==> src/rtl/cypher_pkg.sv <==
// rtl/cypher_pkg.sv - shared state encoding and sizing helper for the cypher detector
package cypher_pkg;

    localparam int STATE_W = 3;

    typedef enum logic [STATE_W-1:0] {
        ST_IDLE    = 3'd0,
        ST_COLLECT = 3'd1,
        ST_CHECK   = 3'd2,
        ST_SUCCESS = 3'd3,
        ST_FAIL    = 3'd4,
        ST_LOCKED  = 3'd5
    } cypher_state_e;

    // Never returns less than 1 so that a degenerate range still yields a usable vector.
    function automatic int cypher_clog2(input int value);
        int r;
        int v;
        r = 0;
        v = value - 1;
        while (v > 0) begin
            r++;
            v = v >>> 1;
        end
        return (r < 1) ? 1 : r;
    endfunction

endpackage

==> src/rtl/cypher_down_counter.sv <==
// rtl/cypher_down_counter.sv - loadable down counter with zero and terminal-count flags
module cypher_down_counter #(
    parameter int W = 5
) (
    input  logic         clock,
    input  logic         resetn,
    input  logic         load,
    input  logic [W-1:0] load_value,
    input  logic         dec,
    output logic         zero,
    output logic         last
);

    logic [W-1:0] count;

    always_ff @(posedge clock) begin
        if (!resetn) begin
            count <= '0;
        end else if (load) begin
            count <= load_value;
        end else if (dec && (count != '0)) begin
            count <= count - W'(1);
        end
    end

    assign zero = (count == '0);
    // Lets the owner leave its wait state on the same edge the count reaches zero.
    assign last = (count == W'(1));

endmodule

==> src/rtl/cypher_detector_param.sv <==
// rtl/cypher_detector_param.sv - parametrised cypher detector with lockout; CYPHER_TIMEOUT_EN adds inter-digit timeout
module cypher_detector_param
    import cypher_pkg::*;
#(
    parameter int DIGITS         = 4,
    parameter int DIGIT_W        = 4,
    parameter int SUM_W          = 8,
    parameter int MAX_TRIES      = 3,
    parameter int LOCKOUT_CYCLES = 16,
    parameter int TIMEOUT_CYCLES = 32
) (
    input  logic                                  clock,
    input  logic                                  reset,
    input  logic [DIGITS*DIGIT_W-1:0]             cypher,
    input  logic [DIGIT_W-1:0]                    nextInput,
    input  logic                                  read,
    output logic                                  res,
    output logic                                  fail,
    output logic                                  locked,
    output logic [SUM_W-1:0]                      sum,
    output logic [cypher_clog2(DIGITS+1)-1:0]     digitIndex,
    output logic [cypher_clog2(MAX_TRIES+1)-1:0]  tries,
    output logic [STATE_W-1:0]                    states
);

    localparam int IDX_W  = cypher_clog2(DIGITS + 1);
    localparam int TRY_W  = cypher_clog2(MAX_TRIES + 1);
    localparam int LOCK_W = cypher_clog2(LOCKOUT_CYCLES + 1);

    localparam logic [STATE_W-1:0] S_IDLE    = ST_IDLE;
    localparam logic [STATE_W-1:0] S_COLLECT = ST_COLLECT;
    localparam logic [STATE_W-1:0] S_CHECK   = ST_CHECK;
    localparam logic [STATE_W-1:0] S_SUCCESS = ST_SUCCESS;
    localparam logic [STATE_W-1:0] S_FAIL    = ST_FAIL;
    localparam logic [STATE_W-1:0] S_LOCKED  = ST_LOCKED;

    localparam logic [IDX_W-1:0] LAST_IDX = IDX_W'(DIGITS - 1);
    localparam logic [TRY_W-1:0] TRY_MAX  = TRY_W'(MAX_TRIES);

    logic [STATE_W-1:0] state;
    logic [STATE_W-1:0] next_state;
    logic               match;
    logic               accept;
    logic               digit_eq;
    logic [DIGIT_W-1:0] exp_digit;
    logic               lock_load;
    logic               lock_dec;
    logic               lock_zero;
    logic               lock_last;
    logic               timeout_hit;

    assign states = state;
    assign accept = read && ((state == S_IDLE) || (state == S_COLLECT));

    // digitIndex is 0 in IDLE, so the same select serves the first digit.
    always_comb begin
        exp_digit = '0;
        for (int i = 0; i < DIGITS; i++) begin
            if (digitIndex == IDX_W'(i)) begin
                exp_digit = cypher[(DIGITS-1-i)*DIGIT_W +: DIGIT_W];
            end
        end
    end

    assign digit_eq = (nextInput == exp_digit);

    assign lock_load = (state == S_FAIL) && (next_state == S_LOCKED);
    assign lock_dec  = (state == S_LOCKED);

    cypher_down_counter #(
        .W (LOCK_W)
    ) u_lock_counter (
        .clock      (clock),
        .resetn     (reset),
        .load       (lock_load),
        .load_value (LOCK_W'(LOCKOUT_CYCLES)),
        .dec        (lock_dec),
        .zero       (lock_zero),
        .last       (lock_last)
    );

`ifdef CYPHER_TIMEOUT_EN
    localparam int IDLE_W = cypher_clog2(TIMEOUT_CYCLES + 1);

    logic idle_dec;
    logic idle_zero;
    logic idle_last;

    assign idle_dec = (state == S_COLLECT) && !read;

    cypher_down_counter #(
        .W (IDLE_W)
    ) u_idle_counter (
        .clock      (clock),
        .resetn     (reset),
        .load       (accept),
        .load_value (IDLE_W'(TIMEOUT_CYCLES)),
        .dec        (idle_dec),
        .zero       (idle_zero),
        .last       (idle_last)
    );

    assign timeout_hit = idle_dec && (idle_last || idle_zero);
`else
    logic unused_timeout;
    assign unused_timeout = (TIMEOUT_CYCLES != 0);
    assign timeout_hit    = 1'b0;
`endif

    always_comb begin
        next_state = state;
        case (state)
            S_IDLE: begin
                if (read) next_state = S_COLLECT;
            end
            S_COLLECT: begin
                if (read) begin
                    if (digitIndex == LAST_IDX) next_state = S_CHECK;
                end else if (timeout_hit) begin
                    next_state = S_FAIL;
                end
            end
            S_CHECK:   next_state = match ? S_SUCCESS : S_FAIL;
            S_SUCCESS: next_state = S_IDLE;
            S_FAIL:    next_state = (tries == TRY_MAX) ? S_LOCKED : S_IDLE;
            S_LOCKED: begin
                if (lock_last || lock_zero) next_state = S_IDLE;
            end
            default:   next_state = S_IDLE;
        endcase
    end

    always_ff @(posedge clock) begin
        if (!reset) begin
            state      <= S_IDLE;
            res        <= 1'b0;
            fail       <= 1'b0;
            locked     <= 1'b0;
            sum        <= '0;
            digitIndex <= '0;
            tries      <= '0;
            match      <= 1'b0;
        end else begin
            state  <= next_state;
            res    <= (next_state == S_SUCCESS);
            fail   <= (next_state == S_FAIL);
            locked <= (next_state == S_LOCKED);

            // The match flag is accumulated without early exit so timing never leaks the bad position.
            if (accept) begin
                if (state == S_IDLE) begin
                    sum        <= SUM_W'(nextInput);
                    digitIndex <= IDX_W'(1);
                    match      <= digit_eq;
                end else begin
                    sum        <= sum + SUM_W'(nextInput);
                    digitIndex <= digitIndex + IDX_W'(1);
                    match      <= match & digit_eq;
                end
            end

            if (next_state == S_FAIL) begin
                tries      <= tries + TRY_W'(1);
                digitIndex <= '0;
            end
            if (next_state == S_SUCCESS) begin
                tries      <= '0;
                digitIndex <= '0;
            end
            if ((state == S_LOCKED) && (next_state == S_IDLE)) begin
                tries <= '0;
            end
        end
    end

endmodule

==> config.mk <==
export PLATFORM = sky130hd
export DESIGN_NAME = cypher_detector_param
export DESIGN_NICKNAME = d
export VERILOG_FILES = /design/src/rtl/cypher_pkg.sv /design/src/rtl/cypher_down_counter.sv /design/src/rtl/cypher_detector_param.sv
export SDC_FILE = /design/constraint.sdc
export NUM_CORES = 1
export LEC_CHECK = 0
export BUFFER_PORTS_ARGS = -buffer_cell sky130_fd_sc_hd__buf_2
export CAP_MARGIN = 10
export CELL_PAD_IN_SITES_DETAIL_PLACEMENT = 0
export CELL_PAD_IN_SITES_GLOBAL_PLACEMENT = 1
export CORE_UTILIZATION = 40
export DETAILED_ROUTE_END_ITERATION = 10
export PLACE_DENSITY_LB_ADDON = 0.2
export SETUP_SLACK_MARGIN = 0.1
export SKIP_LAST_GASP = 1
export SYNTH_ARGS = -nofsm -noshare
export SYNTH_HDL_FRONTEND = slang
export SYNTH_SLANG_ARGS = --single-unit
==> constraint.sdc <==
create_clock -name clock -period 3.5 [get_ports clock]
set_input_delay 0.175 -clock clock [delete_from_list [all_inputs] [get_ports clock]]
set_output_delay 0.175 -clock clock [all_outputs]
set_load 0.05 [all_outputs]
==> flow_results.xml, run 1 <==
<?xml version="1.0" encoding="UTF-8"?>
<metrics>
  <group name="run_status">
    <metric name="run_status" unit="">finished, final reports clean</metric>
  </group>
  <group name="floorplanning">
    <metric name="chipHeight" unit="µm">65.75</metric>
    <metric name="num_rows" unit="">22</metric>
    <metric name="ioPinCount" unit="">42</metric>
    <metric name="die_width" unit="µm">65.75</metric>
    <metric name="design.die.area" unit="µm²">4322</metric>
    <metric name="start_util" unit="%">43.10</metric>
    <metric name="core_region_area" unit="µm²">3771</metric>
  </group>
  <group name="clocking">
    <metric name="clk_transition_reported_paths" unit="ns">0.09</metric>
    <metric name="numCtsBuffers" unit="">3</metric>
    <metric name="worst_skew_pair.late_latency" unit="ns">0.27</metric>
    <metric name="cts.repair.resized" unit="">0</metric>
    <metric name="cts_num_sinks" unit="">25</metric>
    <metric name="tritoncts" unit="">done</metric>
    <metric name="max-clock-path-buffers" unit="">2</metric>
    <metric name="cts_hold_buffers" unit="">0</metric>
    <metric name="cts.htree.levels" unit="">1</metric>
    <metric name="setup_fix_buffers_added_after_clock_tree_synthesis" unit="">0</metric>
    <metric name="clock-root-buffer" unit="">clkbuf_8</metric>
  </group>
  <group name="timing">
    <metric name="max_clock_freq" unit="MHz">522.5</metric>
    <metric name="worst_slack" unit="ns">1.586</metric>
    <metric name="setup_total_negative_slack" unit="ns">0</metric>
    <metric name="final.hold.worst_slack" unit="ns">0.2611</metric>
    <metric name="slew-limit-headroom" unit="%">51.15</metric>
    <metric name="worstMarginPinSlew" unit="ns">0.7295</metric>
    <metric name="maxSlewViolCount" unit="">0</metric>
    <metric name="timing.clock.skew" unit="ns">0.008266</metric>
    <metric name="final.period_utilization" unit="%">54.69</metric>
    <metric name="hold_viol_final" unit="">0</metric>
    <metric name="grt_setup_unrepaired" unit="">false</metric>
    <metric name="timing.final.crit_period" unit="ns">1.914</metric>
    <metric name="setup_violations" unit="">0</metric>
  </group>
  <group name="yosys">
    <metric name="synthMuxAreaShare" unit="%">3.772</metric>
    <metric name="synth-edff-count" unit="">0</metric>
    <metric name="synth_fa_ha_area_share" unit="%">11.24</metric>
    <metric name="postSynth.asyncResetShare" unit="%">0</metric>
    <metric name="synth_nets" unit="">226</metric>
    <metric name="synth_sequential_area_ratio" unit="%">30.79</metric>
    <metric name="yosys_warnings" unit="">0</metric>
    <metric name="synth_cells" unit="">189</metric>
    <metric name="netlist_area" unit="µm²">1625</metric>
    <metric name="post_synth.cell_area_avg" unit="µm²">8.600</metric>
    <metric name="synth_seq_cells" unit="">25</metric>
    <metric name="post_synth_num_cell_types" unit="">47</metric>
    <metric name="synth_ff_type" unit="">dfxtp_1</metric>
    <metric name="synth_compound_area_share" unit="%">18.63</metric>
    <metric name="dominant_combinational_cell_family_by_area_after_synthesis" unit="">simple AND/OR/NAND/NOR gates</metric>
    <metric name="synth_simple_gate_area_share" unit="%">23.86</metric>
    <metric name="synth_xor_xnor_area_share" unit="%">6.467</metric>
  </group>
  <group name="placed_design">
    <metric name="io_buffers" unit="">41</metric>
    <metric name="globalplace.congestion" unit="">0.7725</metric>
    <metric name="detailedPlacementHpwl" unit="mm">2.774</metric>
    <metric name="dpl_cell_area" unit="µm²">1843</metric>
    <metric name="placement.setup.worst_slack" unit="ns">1.635</metric>
  </group>
  <group name="min_path">
    <metric name="min_path_type" unit="">input pin to flip-flop</metric>
  </group>
  <group name="setup_path">
    <metric name="worst-endpoint-required" unit="ns">3.66</metric>
    <metric name="worst_setup_path_start_kind" unit="">flip-flop</metric>
    <metric name="worst-endpoint-arrival" unit="ns">2.07</metric>
    <metric name="end_kind" unit="">flip-flop</metric>
    <metric name="worstSetupPathType" unit="">flip-flop to flip-flop</metric>
    <metric name="worst-path-max-fanout" unit="">12</metric>
  </group>
  <group name="drt">
    <metric name="avgViaCountPerCell" unit="">5.304</metric>
    <metric name="vias" unit="">1448</metric>
    <metric name="drt-initial-drc-count" unit="">64</metric>
    <metric name="detail_route.wl_per_cell" unit="µm">12.96</metric>
    <metric name="drc_violation_count_after_routing" unit="">0</metric>
    <metric name="number_of_nets_with_antenna_violations_after_routing" unit="">0</metric>
    <metric name="wl" unit="mm">3.538</metric>
    <metric name="number_of_search_and_repair_iterations_in_the_first_detailed_routing_pass" unit="">4</metric>
  </group>
  <group name="pwr">
    <metric name="total_switching_power" unit="W">0.0001757</metric>
    <metric name="irDropWorstVdd" unit="mV">0.1743</metric>
    <metric name="total_power_per_unit_cell_area" unit="nW/µm²">316.8</metric>
    <metric name="power_report.internal_total" unit="W">0.0004229</metric>
    <metric name="share_of_total_power_in_the_clock_network" unit="%">28.2</metric>
    <metric name="switching_share" unit="%">29.35</metric>
    <metric name="p_seq_share" unit="%">50.3</metric>
    <metric name="pwr-share-comb" unit="%">21.5</metric>
    <metric name="leakage" unit="nW">0.8325</metric>
  </group>
  <group name="grt">
    <metric name="gr-usage-all-layers" unit="%">17.45</metric>
    <metric name="number_of_antenna_violations_at_the_first_check_in_global_routing" unit="">0</metric>
    <metric name="first_global_vias" unit="">1353</metric>
    <metric name="grt_start_max_net_pins" unit="">17</metric>
    <metric name="overflow" unit="">0</metric>
    <metric name="grt_first_pass_wirelength" unit="mm">5.954</metric>
  </group>
  <group name="final_layout">
    <metric name="area.growth.synth_to_final" unit="%">16.24</metric>
    <metric name="post-route-cell-area" unit="µm²">1889</metric>
    <metric name="share_of_final_layout_standard_cells_stronger_than_drive_strength_1" unit="%">23.11</metric>
    <metric name="design.final.nets" unit="">263</metric>
    <metric name="antenna-diode-count" unit="">0</metric>
  </group>
  <group name="run">
    <metric name="maxCapViolations" unit="">0</metric>
  </group>
</metrics>
## power groups by stage
stage	Combinational, W	Sequential (W)	Clock [W]
after CTS	0.000130	0.000301	0.000178
after global placement	0.000127	0.000307	0
final	0.000129	0.000301	0.000169
after detailed placement	0.000128	0.000308	0
after global routing	0.000142	0.000303	0.000187
after floorplan	0.0000707	0.000327	0
## per-layer routing
metal	global-route usage, %	share of wire, %
met2	30.10	48
met3	3.646	5.4
met1	21.59	47
met5	0	0
met4	4.891	0.48
## state kept, by name, indices dropped and copies added (netlist names)
register / flops
res: 1
match: 1
fail: 1
digitIndex: 3
u_lock_counter.count: 5
tries: 2
sum: 8
locked: 1
states: 3
## layout make-up
class	instances	area (µm²)
clock buffers	3	41.29
clock inverters	1	5.005
fillers	381	1882
inverters	10	37.54
multi-input cells	145	1040
flip-flops and latches	25	500.5
well taps	48	60.06
repair buffers	41	205.2
## path summary, 6_finish.rpt
| check | slack [ns] | cells after the start | startpoint | to |
|---|---|---|---|---|
| hold reg to reg | 0.48 | 2 | sum[7]$_SDFFE_PN0P_ | sum[7]$_SDFFE_PN0P_ |
| setup / recovery | 1.59 | 6 | digitIndex[2]$_SDFFE_PP0P_ | match$_SDFFE_PN0P_ |
| setup reg to reg | 1.59 | 6 | digitIndex[2]$_SDFFE_PP0P_ | match$_SDFFE_PN0P_ |
| hold / removal | 0.26 | 3 | read | states[1]$_SDFF_PN0_ |
## critical path: stages, from the launching register on
cell	delay (ns)
dfxtp_1	0.52
inv_1	0.09
ha_1	0.35
a2111o_1	0.42
mux2_2	0.27
nand4b_1	0.08
o21ai_0	0.08
## cell usage after synthesis (2+ instances only)
cell      instances  area, µm²
nor2_1           10      37.54
or3_1             2      12.51
buf_2             5      25.02
ha_1             13      162.7
o211a_1           2      20.02
nand3b_1          5      37.54
xnor2_1           7      61.31
clkbuf_1          3      11.26
dfxtp_1          25      500.5
nand2_1          15      56.30
a221oi_1          3      26.28
mux2i_1           5      50.05
a21o_1            2      15.01
nand3_1           3      15.01
nand4b_1          2      17.52
nor4_1            2      12.51
nor2b_1           9      56.30
o21ai_0          12      60.06
nor3_1            5      25.02
and2_1            2      12.51
o21a_1            2      15.01
a21oi_1          11      55.05
xor2_1            5      43.79
nand4_1           3      18.77
inv_1            10      37.54
nand2b_1          5      31.28
## cells by family (layout without fill, tap and decap cells)
kind of cell / after synthesis / in the layout
xor+xnor: 12 / 12
flops: 25 / 25
fa+ha+maj: 14 / 14
compound gates: 44 / 44
simple gates: 69 / 69
buf+inv: 19 / 55
mux: 6 / 6
## layout by cell type, fill, tap and decap left out, drive strengths merged, types with 2 or more instances in the layout
cell / synthesis / final
a211oi: 2 / 2
a21o: 2 / 2
a21oi: 12 / 12
a221oi: 3 / 3
and2: 2 / 2
buf: 6 / 41
clkbuf: 3 / 3
dfxtp: 25 / 25
ha: 13 / 13
inv: 10 / 10
mux2i: 5 / 5
nand2: 15 / 15
nand2b: 5 / 5
nand3: 3 / 3
nand3b: 5 / 5
nand4: 3 / 3
nand4b: 2 / 2
nor2: 11 / 11
nor2b: 9 / 9
nor3: 6 / 6
nor4: 2 / 2
o211a: 2 / 2
o21a: 2 / 2
o21ai: 12 / 12
or3: 2 / 2
xnor2: 7 / 7
xor2: 5 / 5
## stage by stage
step           cells  utilization [%]  power (W)
6_report         273            50.10  0.0005985
3_3_place_gp     269            48.87  0.0004344
4_1_cts          273            50.10  0.0006083
5_1_grt          273            50.10  0.0006318
3_5_place_dp     269            48.87  0.0004361
2_1_floorplan    189                -  0.0003977
Note: power is estimated with default switching activity, not from simulation.
==> inputs of run 2 (changes only) <==
--- a/config.mk
+++ b/config.mk
@@ -9,7 +9,7 @@
 export CAP_MARGIN = 10
 export CELL_PAD_IN_SITES_DETAIL_PLACEMENT = 0
 export CELL_PAD_IN_SITES_GLOBAL_PLACEMENT = 1
-export CORE_UTILIZATION = 40
+export CORE_UTILIZATION = 35
 export DETAILED_ROUTE_END_ITERATION = 10
 export PLACE_DENSITY_LB_ADDON = 0.2
 export SETUP_SLACK_MARGIN = 0.1
==> constraint.sdc (replaced) <==
create_clock -name clock -period 1.6 [get_ports clock]
set_input_delay 0.08 -clock clock [delete_from_list [all_inputs] [get_ports clock]]
set_output_delay 0.08 -clock clock [all_outputs]
set_load 0.05 [all_outputs]
==> run 2 against run 1 <==
The run now ends with negative setup slack left. Clock skew is 0.0052 ns lower. Critical path depth is 2 higher. Highest routed layer unchanged. Sequential share of layout area is 1.7 points lower. Core utilization is 1.8 points lower. Die area is 14% higher. Largest power group unchanged. Clock-buffer cell count stayed put. First-iteration DRC count is 7.8% higher. Register-to-register slack worse by 1.6 ns. Worst setup slack worse by 1.6 ns. Critical endpoint is now sum[6]$_SDFFE_PN0P_. Design area is 13% higher.
==> flow_results.xml, run 2 (synthesized netlist as in run 1, its figures left out) <==
<?xml version="1.0" encoding="UTF-8"?>
<metrics>
  <group name="run_status">
    <metric name="run_status" unit="">finished, violations left</metric>
    <metric name="failed_checks" unit="">negative setup slack</metric>
  </group>
  <group name="setup_path">
    <metric name="worstSetupPathType" unit="">flip-flop to flip-flop</metric>
    <metric name="worst-path-max-fanout" unit="">2</metric>
    <metric name="reg2reg_from" unit="">sum[0]$_SDFFE_PN0P_</metric>
    <metric name="cpMaxStageDelayCell" unit="">dfxtp_4</metric>
    <metric name="reg2regPathDepth" unit="">8</metric>
    <metric name="worst_setup_path_start_kind" unit="">flip-flop</metric>
    <metric name="critical_path.max_stage_delay" unit="ns">0.37</metric>
    <metric name="critical_path.cell_chain" unit="">ha_4 -&gt; inv_2 -&gt; fa_2 -&gt; nor2b_2 -&gt; o21ai_2 -&gt; a211oi_2 -&gt; xnor2_1 -&gt; nor2_2</metric>
    <metric name="reg2reg_slack" unit="ns">-0.007</metric>
    <metric name="worst-endpoint-arrival" unit="ns">1.77</metric>
    <metric name="regToRegEndpoint" unit="">sum[6]$_SDFFE_PN0P_</metric>
    <metric name="end_kind" unit="">flip-flop</metric>
    <metric name="worst-endpoint-required" unit="ns">1.77</metric>
  </group>
  <group name="floorplanning">
    <metric name="die_width" unit="µm">70.15</metric>
    <metric name="design.die.area" unit="µm²">4920</metric>
    <metric name="start_util" unit="%">36.82</metric>
    <metric name="chipHeight" unit="µm">70.15</metric>
    <metric name="core_region_area" unit="µm²">4414</metric>
    <metric name="ioPinCount" unit="">42</metric>
    <metric name="num_rows" unit="">24</metric>
  </group>
  <group name="timing">
    <metric name="maxSlewViolCount" unit="">0</metric>
    <metric name="max_clock_freq" unit="MHz">622.3</metric>
    <metric name="hold_viol_final" unit="">0</metric>
    <metric name="final.period_utilization" unit="%">100.4</metric>
    <metric name="worst_slack" unit="ns">-0.007023</metric>
    <metric name="worstMarginPinSlew" unit="ns">0.3375</metric>
    <metric name="grt_setup_unrepaired" unit="">true</metric>
    <metric name="slew-limit-headroom" unit="%">77.26</metric>
    <metric name="setup_total_negative_slack" unit="ns">-0.007023</metric>
    <metric name="timing.clock.skew" unit="ns">0.003066</metric>
    <metric name="timing.final.crit_period" unit="ns">1.607</metric>
    <metric name="setup_violations" unit="">1</metric>
  </group>
  <group name="min_path">
    <metric name="whs_path_depth" unit="">3</metric>
    <metric name="min_delay_worst_endpoint" unit="">states[1]$_SDFF_PN0_</metric>
    <metric name="min_path_type" unit="">input pin to flip-flop</metric>
    <metric name="worstHoldStart" unit="">read</metric>
  </group>
  <group name="drt">
    <metric name="vias" unit="">1455</metric>
    <metric name="drt-initial-drc-count" unit="">69</metric>
    <metric name="wl" unit="mm">3.769</metric>
    <metric name="drc_violation_count_after_routing" unit="">0</metric>
    <metric name="avgViaCountPerCell" unit="">5.052</metric>
    <metric name="number_of_nets_with_antenna_violations_after_routing" unit="">0</metric>
    <metric name="detail_route.wl_per_cell" unit="µm">13.09</metric>
    <metric name="number_of_search_and_repair_iterations_in_the_first_detailed_routing_pass" unit="">4</metric>
  </group>
  <group name="clocking">
    <metric name="numCtsBuffers" unit="">3</metric>
    <metric name="max-clock-path-buffers" unit="">2</metric>
    <metric name="clk_transition_reported_paths" unit="ns">0.09</metric>
    <metric name="clock-root-buffer" unit="">clkbuf_8</metric>
    <metric name="worst_skew_pair.late_latency" unit="ns">0.27</metric>
    <metric name="cts_hold_buffers" unit="">0</metric>
    <metric name="cts_num_sinks" unit="">25</metric>
    <metric name="tritoncts" unit="">done</metric>
    <metric name="cts.htree.levels" unit="">1</metric>
  </group>
  <group name="placed_design">
    <metric name="globalplace.congestion" unit="">0.7767</metric>
    <metric name="dpl_cell_area" unit="µm²">2001</metric>
    <metric name="detailedPlacementHpwl" unit="mm">2.892</metric>
    <metric name="io_buffers" unit="">41</metric>
  </group>
  <group name="grt">
    <metric name="overflow" unit="">0</metric>
    <metric name="first_global_vias" unit="">1442</metric>
    <metric name="number_of_antenna_violations_at_the_first_check_in_global_routing" unit="">0</metric>
    <metric name="grt_start_max_net_pins" unit="">17</metric>
    <metric name="gr-usage-all-layers" unit="%">15.85</metric>
    <metric name="grt_first_pass_wirelength" unit="mm">6.375</metric>
  </group>
  <group name="run">
    <metric name="maxCapViolations" unit="">0</metric>
  </group>
  <group name="final_layout">
    <metric name="regMostFlops" unit="">sum</metric>
    <metric name="reg.largest.list" unit="">sum x8, u_lock_counter.count x5</metric>
    <metric name="leading_cell_types_in_the_layout_fill_and_taps_excluded" unit="">41 x buf_2, 15 x nand2_1, 13 x dfxtp_1</metric>
    <metric name="share_of_final_layout_standard_cells_stronger_than_drive_strength_1" unit="%">40.68</metric>
    <metric name="layout.cells.most_common" unit="">buf_2</metric>
    <metric name="design.final.nets" unit="">274</metric>
    <metric name="area.growth.synth_to_final" unit="%">31.10</metric>
    <metric name="largest_register_ff_count" unit="">8</metric>
    <metric name="post-route-cell-area" unit="µm²">2131</metric>
    <metric name="antenna-diode-count" unit="">0</metric>
  </group>
  <group name="pwr">
    <metric name="report.power.total" unit="W">0.001374</metric>
    <metric name="leakage" unit="nW">0.9200</metric>
    <metric name="irDropWorstVdd" unit="mV">0.4860</metric>
    <metric name="total_power_per_unit_cell_area" unit="nW/µm²">645.0</metric>
  </group>
</metrics>
[run 2: cell types whose count changed in the layout (fill, tap and decap cells not counted), moves of 3 or more]
cell	previous run	this run
o21ai_0	12	8
dfxtp_4	0	5
ha_1	13	7
a221oi_1	3	0
dfxtp_1	25	13
buf_4	0	11
o21ai_1	0	3
inv_1	10	6
a221oi_2	0	3
dfxtp_2	0	7
ha_4	0	5
inv_2	0	3
[run 2: cell type report]
type / count / area (µm²)
timing repair buffer: 52 / 287.8
inverter: 10 / 40.04
tap: 52 / 65.06
clock inverter: 1 / 5.005
sequential: 25 / 528.0
multi-input combinational: 145 / 1164
fill: 424 / 2283
clock buffer: 3 / 41.29
[run 2: worst max-delay path by stage]
stage	from	endpoint	slack [ns]
global placement	digitIndex[1]$_SDFFE_PP0P_	match$_SDFFE_PN0P_	-0.07
global route	sum[0]$_SDFFE_PN0P_	sum[6]$_SDFFE_PN0P_	-0.07
detailed placement	digitIndex[1]$_SDFFE_PP0P_	match$_SDFFE_PN0P_	-0.15
CTS	digitIndex[1]$_SDFFE_PP0P_	match$_SDFFE_PN0P_	0.003
finish	sum[0]$_SDFFE_PN0P_	sum[6]$_SDFFE_PN0P_	-0.007
floorplan	digitIndex[2]$_SDFFE_PP0P_	match$_SDFFE_PN0P_	-0.10
[run 2: where the power goes]
part | total (W) | internal (W) | switching [W]
clock network | 0.000375 | 0.000174 | 0.000201
logic | 0.000341 | 0.000153 | 0.000188
registers | 0.000658 | 0.000635 | 0.0000231
[run 2: stage by stage]
stage	hold slack, ns	util [%]	instances	worst slack (ns)
after floorplan	0.2266	-	189	-0.1038
after global placement	0.4609	45.32	283	-0.06571
after detailed placement	0.4577	45.32	283	-0.1502
after CTS	0.1646	47.51	287	0.003084
after global routing	0.1800	48.27	288	-0.06603
final	0.1694	48.27	288	-0.007023
[run 2: repair_timing]
| item | 4_1_cts | 5_1_grt |
|---|---|---|
| pin swaps | 7 | 3 |
| resized for setup | 15 | 5 |
| endpoints found under the setup margin | 5 | 9 |
| buffers inserted | 0 | 1 |
[run 2: worst max-delay path, delay by kind of cell, from the launching register on]
family | cells | cell delay [ns]
compound gates | 2 | 0.29
xor+xnor | 1 | 0.16
fa+ha+maj | 2 | 0.46
buf+inv | 1 | 0.03
flops | 1 | 0.37
simple gates | 2 | 0.20
[run 2: routing by layer]
metal | vias up | routed length (µm) | share of wire, % | GRT usage, %
li1 | 767 | - | - | -
met1 | 657 | 1839 | 49 | 20.38
met2 | 27 | 1784 | 47 | 27.14
met3 | 4 | 121 | 3.2 | 3.463
met4 | 0 | 23 | 0.61 | 3.333
met5 | - | 0 | 0 | 0
==> inputs of run 3 (changes only) <==
--- a/config.mk
+++ b/config.mk
@@ -9,7 +9,7 @@
 export CAP_MARGIN = 10
 export CELL_PAD_IN_SITES_DETAIL_PLACEMENT = 0
 export CELL_PAD_IN_SITES_GLOBAL_PLACEMENT = 1
-export CORE_UTILIZATION = 35
+export CORE_UTILIZATION = 40
 export DETAILED_ROUTE_END_ITERATION = 10
 export PLACE_DENSITY_LB_ADDON = 0.2
 export SETUP_SLACK_MARGIN = 0.1
==> constraint.sdc (replaced) <==
create_clock -name clock -period 2 [get_ports clock]
set_input_delay 0.1 -clock clock [delete_from_list [all_inputs] [get_ports clock]]
set_output_delay 0.1 -clock clock [all_outputs]
set_load 0.05 [all_outputs]
==> run 3 against run 2 <==
The flow now finishes without violations. Largest power group unchanged. Design area is 9.0% lower. Critical endpoint is now match$_SDFFE_PN0P_. Die area down 12%. Cell count shrank 4.5%. Critical path type unchanged. Flip-flop and latch count unchanged.
==> flow_results.xml, run 3 (synthesized netlist as in run 1, its figures left out) <==
<?xml version="1.0" encoding="UTF-8"?>
<metrics>
  <group name="setup_path">
    <metric name="worst_setup_path_start_kind" unit="">flip-flop</metric>
    <metric name="critical_path.cell_chain" unit="">inv_1 -&gt; ha_1 -&gt; nor2b_1 -&gt; a221oi_2 -&gt; mux2i_1 -&gt; nand4_1 -&gt; o21ai_0</metric>
    <metric name="cpMaxStageDelayCell" unit="">dfxtp_2</metric>
    <metric name="worst-endpoint-required" unit="ns">2.19</metric>
    <metric name="worstSetupPathType" unit="">flip-flop to flip-flop</metric>
    <metric name="worst-endpoint-arrival" unit="ns">1.94</metric>
    <metric name="worst-path-max-fanout" unit="">6</metric>
    <metric name="critical_path.max_stage_delay" unit="ns">0.35</metric>
    <metric name="end_kind" unit="">flip-flop</metric>
  </group>
  <group name="final_layout">
    <metric name="regMostFlops" unit="">sum</metric>
    <metric name="area.growth.synth_to_final" unit="%">19.32</metric>
    <metric name="layout.cells.most_common" unit="">buf_2</metric>
    <metric name="leading_cell_types_in_the_layout_fill_and_taps_excluded" unit="">41 x buf_2, 20 x dfxtp_1, 15 x nand2_1</metric>
    <metric name="largest_register_ff_count" unit="">8</metric>
    <metric name="antenna-diode-count" unit="">0</metric>
    <metric name="reg.largest.list" unit="">sum x8, u_lock_counter.count x5</metric>
    <metric name="post-route-cell-area" unit="µm²">1939</metric>
    <metric name="final_cells" unit="">275</metric>
    <metric name="fill_cells" unit="">381</metric>
    <metric name="design.final.nets" unit="">265</metric>
    <metric name="share_of_final_layout_standard_cells_stronger_than_drive_strength_1" unit="%">27.75</metric>
  </group>
  <group name="clocking">
    <metric name="clk_transition_reported_paths" unit="ns">0.08</metric>
    <metric name="numCtsBuffers" unit="">3</metric>
    <metric name="cts_num_sinks" unit="">25</metric>
    <metric name="setup_fix_buffers_added_after_clock_tree_synthesis" unit="">0</metric>
    <metric name="cts.htree.levels" unit="">1</metric>
    <metric name="worst_skew_pair.late_latency" unit="ns">0.27</metric>
    <metric name="cts_hold_buffers" unit="">0</metric>
    <metric name="max-clock-path-buffers" unit="">2</metric>
    <metric name="clock-root-buffer" unit="">clkbuf_8</metric>
    <metric name="tritoncts" unit="">done</metric>
  </group>
  <group name="placed_design">
    <metric name="io_buffers" unit="">41</metric>
    <metric name="globalplace.congestion" unit="">0.8129</metric>
    <metric name="dpl_cell_area" unit="µm²">1867</metric>
    <metric name="place.detailed.instances" unit="">271</metric>
    <metric name="detailedPlacementHpwl" unit="mm">2.755</metric>
  </group>
  <group name="grt">
    <metric name="grt_first_pass_wirelength" unit="mm">6.154</metric>
    <metric name="first_global_vias" unit="">1437</metric>
    <metric name="grt_start_max_net_pins" unit="">17</metric>
    <metric name="gr-usage-all-layers" unit="%">18.23</metric>
    <metric name="number_of_antenna_violations_at_the_first_check_in_global_routing" unit="">0</metric>
    <metric name="overflow" unit="">0</metric>
  </group>
  <group name="drt">
    <metric name="drt-initial-drc-count" unit="">55</metric>
    <metric name="detail_route.wl_per_cell" unit="µm">12.92</metric>
    <metric name="vias" unit="">1459</metric>
    <metric name="avgViaCountPerCell" unit="">5.305</metric>
    <metric name="wl" unit="mm">3.554</metric>
    <metric name="number_of_nets_with_antenna_violations_after_routing" unit="">0</metric>
    <metric name="number_of_search_and_repair_iterations_in_the_first_detailed_routing_pass" unit="">4</metric>
    <metric name="drc_violation_count_after_routing" unit="">0</metric>
  </group>
  <group name="timing">
    <metric name="final.hold.worst_slack" unit="ns">0.1731</metric>
    <metric name="setup_violations" unit="">0</metric>
    <metric name="grt_setup_unrepaired" unit="">false</metric>
    <metric name="timing.final.crit_period" unit="ns">1.755</metric>
    <metric name="max_clock_freq" unit="MHz">569.8</metric>
    <metric name="hold_viol_final" unit="">0</metric>
    <metric name="maxSlewViolCount" unit="">0</metric>
    <metric name="final.period_utilization" unit="%">87.76</metric>
    <metric name="slew-limit-headroom" unit="%">60.10</metric>
    <metric name="worstMarginPinSlew" unit="ns">0.5952</metric>
    <metric name="setup_total_negative_slack" unit="ns">0</metric>
    <metric name="timing.clock.skew" unit="ns">0.005470</metric>
  </group>
  <group name="min_path">
    <metric name="min_path_type" unit="">input pin to flip-flop</metric>
  </group>
  <group name="floorplanning">
    <metric name="die_width" unit="µm">65.75</metric>
    <metric name="core_region_area" unit="µm²">3771</metric>
    <metric name="start_util" unit="%">43.10</metric>
    <metric name="chipHeight" unit="µm">65.75</metric>
    <metric name="design.die.area" unit="µm²">4322</metric>
    <metric name="num_rows" unit="">22</metric>
    <metric name="ioPinCount" unit="">42</metric>
  </group>
  <group name="pwr">
    <metric name="report.power.total" unit="W">0.001058</metric>
    <metric name="irDropWorstVdd" unit="mV">0.3410</metric>
    <metric name="total_power_per_unit_cell_area" unit="nW/µm²">545.6</metric>
    <metric name="leakage" unit="nW">0.8463</metric>
  </group>
  <group name="run">
    <metric name="maxCapViolations" unit="">0</metric>
  </group>
  <group name="run_status">
    <metric name="run_status" unit="">finished, final reports clean</metric>
  </group>
</metrics>
==> run 3: layout make-up <==
| type | count | area, µm² | share of cell area, % |
|---|---|---|---|
| Tap cell | 48 | 60.06 | 3.097 |
| Inverter | 10 | 37.54 | 1.935 |
| Timing Repair Buffer | 43 | 220.2 | 11.35 |
| Multi-Input combinational cell | 145 | 1067 | 55.03 |
| Clock buffer | 4 | 45.04 | 2.323 |
| Sequential cell | 25 | 509.2 | 26.26 |
==> run 3: critical path: cells and delay by family (launching register included) <==
family	cells	cell delay [ns]
buf+inv	1	0.08
simple gates	2	0.27
flops	1	0.35
mux	1	0.22
fa+ha+maj	1	0.29
compound gates	2	0.48
==> run 3: through the flow <==
step,worst slack (ns),utilization [%]
2_1_floorplan,0.04943,-
3_3_place_gp,0.2974,49.50
3_5_place_dp,0.2126,49.50
4_1_cts,0.1904,50.70
5_1_grt,0.1211,51.43
6_report,0.2449,51.43
==> run 3: power breakdown <==
part	internal [W]	switching [W]	leakage [nW]	total, W
Sequential	0.000510	0.0000159	0.205	0.000526
Combinational	0.0000965	0.000138	0.618	0.000235
Clock	0.000142	0.000155	0.0228	0.000297
==> run 3: layer usage <==
| layer | global-route usage [%] | vias to the layer above | routed length [µm] |
|---|---|---|---|
| met2 | 33.16 | 24 | 1735 |
| met3 | 2.431 | 2 | 135 |
| li1 | - | 746 | - |
| met5 | 0 | - | 0 |
| met4 | 6.522 | 0 | 29 |
| met1 | 21.42 | 687 | 1653 |
==> run 3: path summary, 6_finish.rpt <==
path	startpoint	slack, ns	cells past startpoint	endpoint
max reg2reg	digitIndex[1]$_SDFFE_PP0P_	0.24	7	match$_SDFFE_PN0P_
max	digitIndex[1]$_SDFFE_PP0P_	0.24	7	match$_SDFFE_PN0P_
min	read	0.17	3	states[1]$_SDFF_PN0_
min reg2reg	sum[7]$_SDFFE_PN0P_	0.49	2	sum[7]$_SDFFE_PN0P_
==> run 3: what timing repair did <==
| item | CTS | global route |
|---|---|---|
| resized for setup | 0 | 7 |
| setup endpoints to repair | 0 | 2 |
| hold endpoints to repair | 0 | 0 |
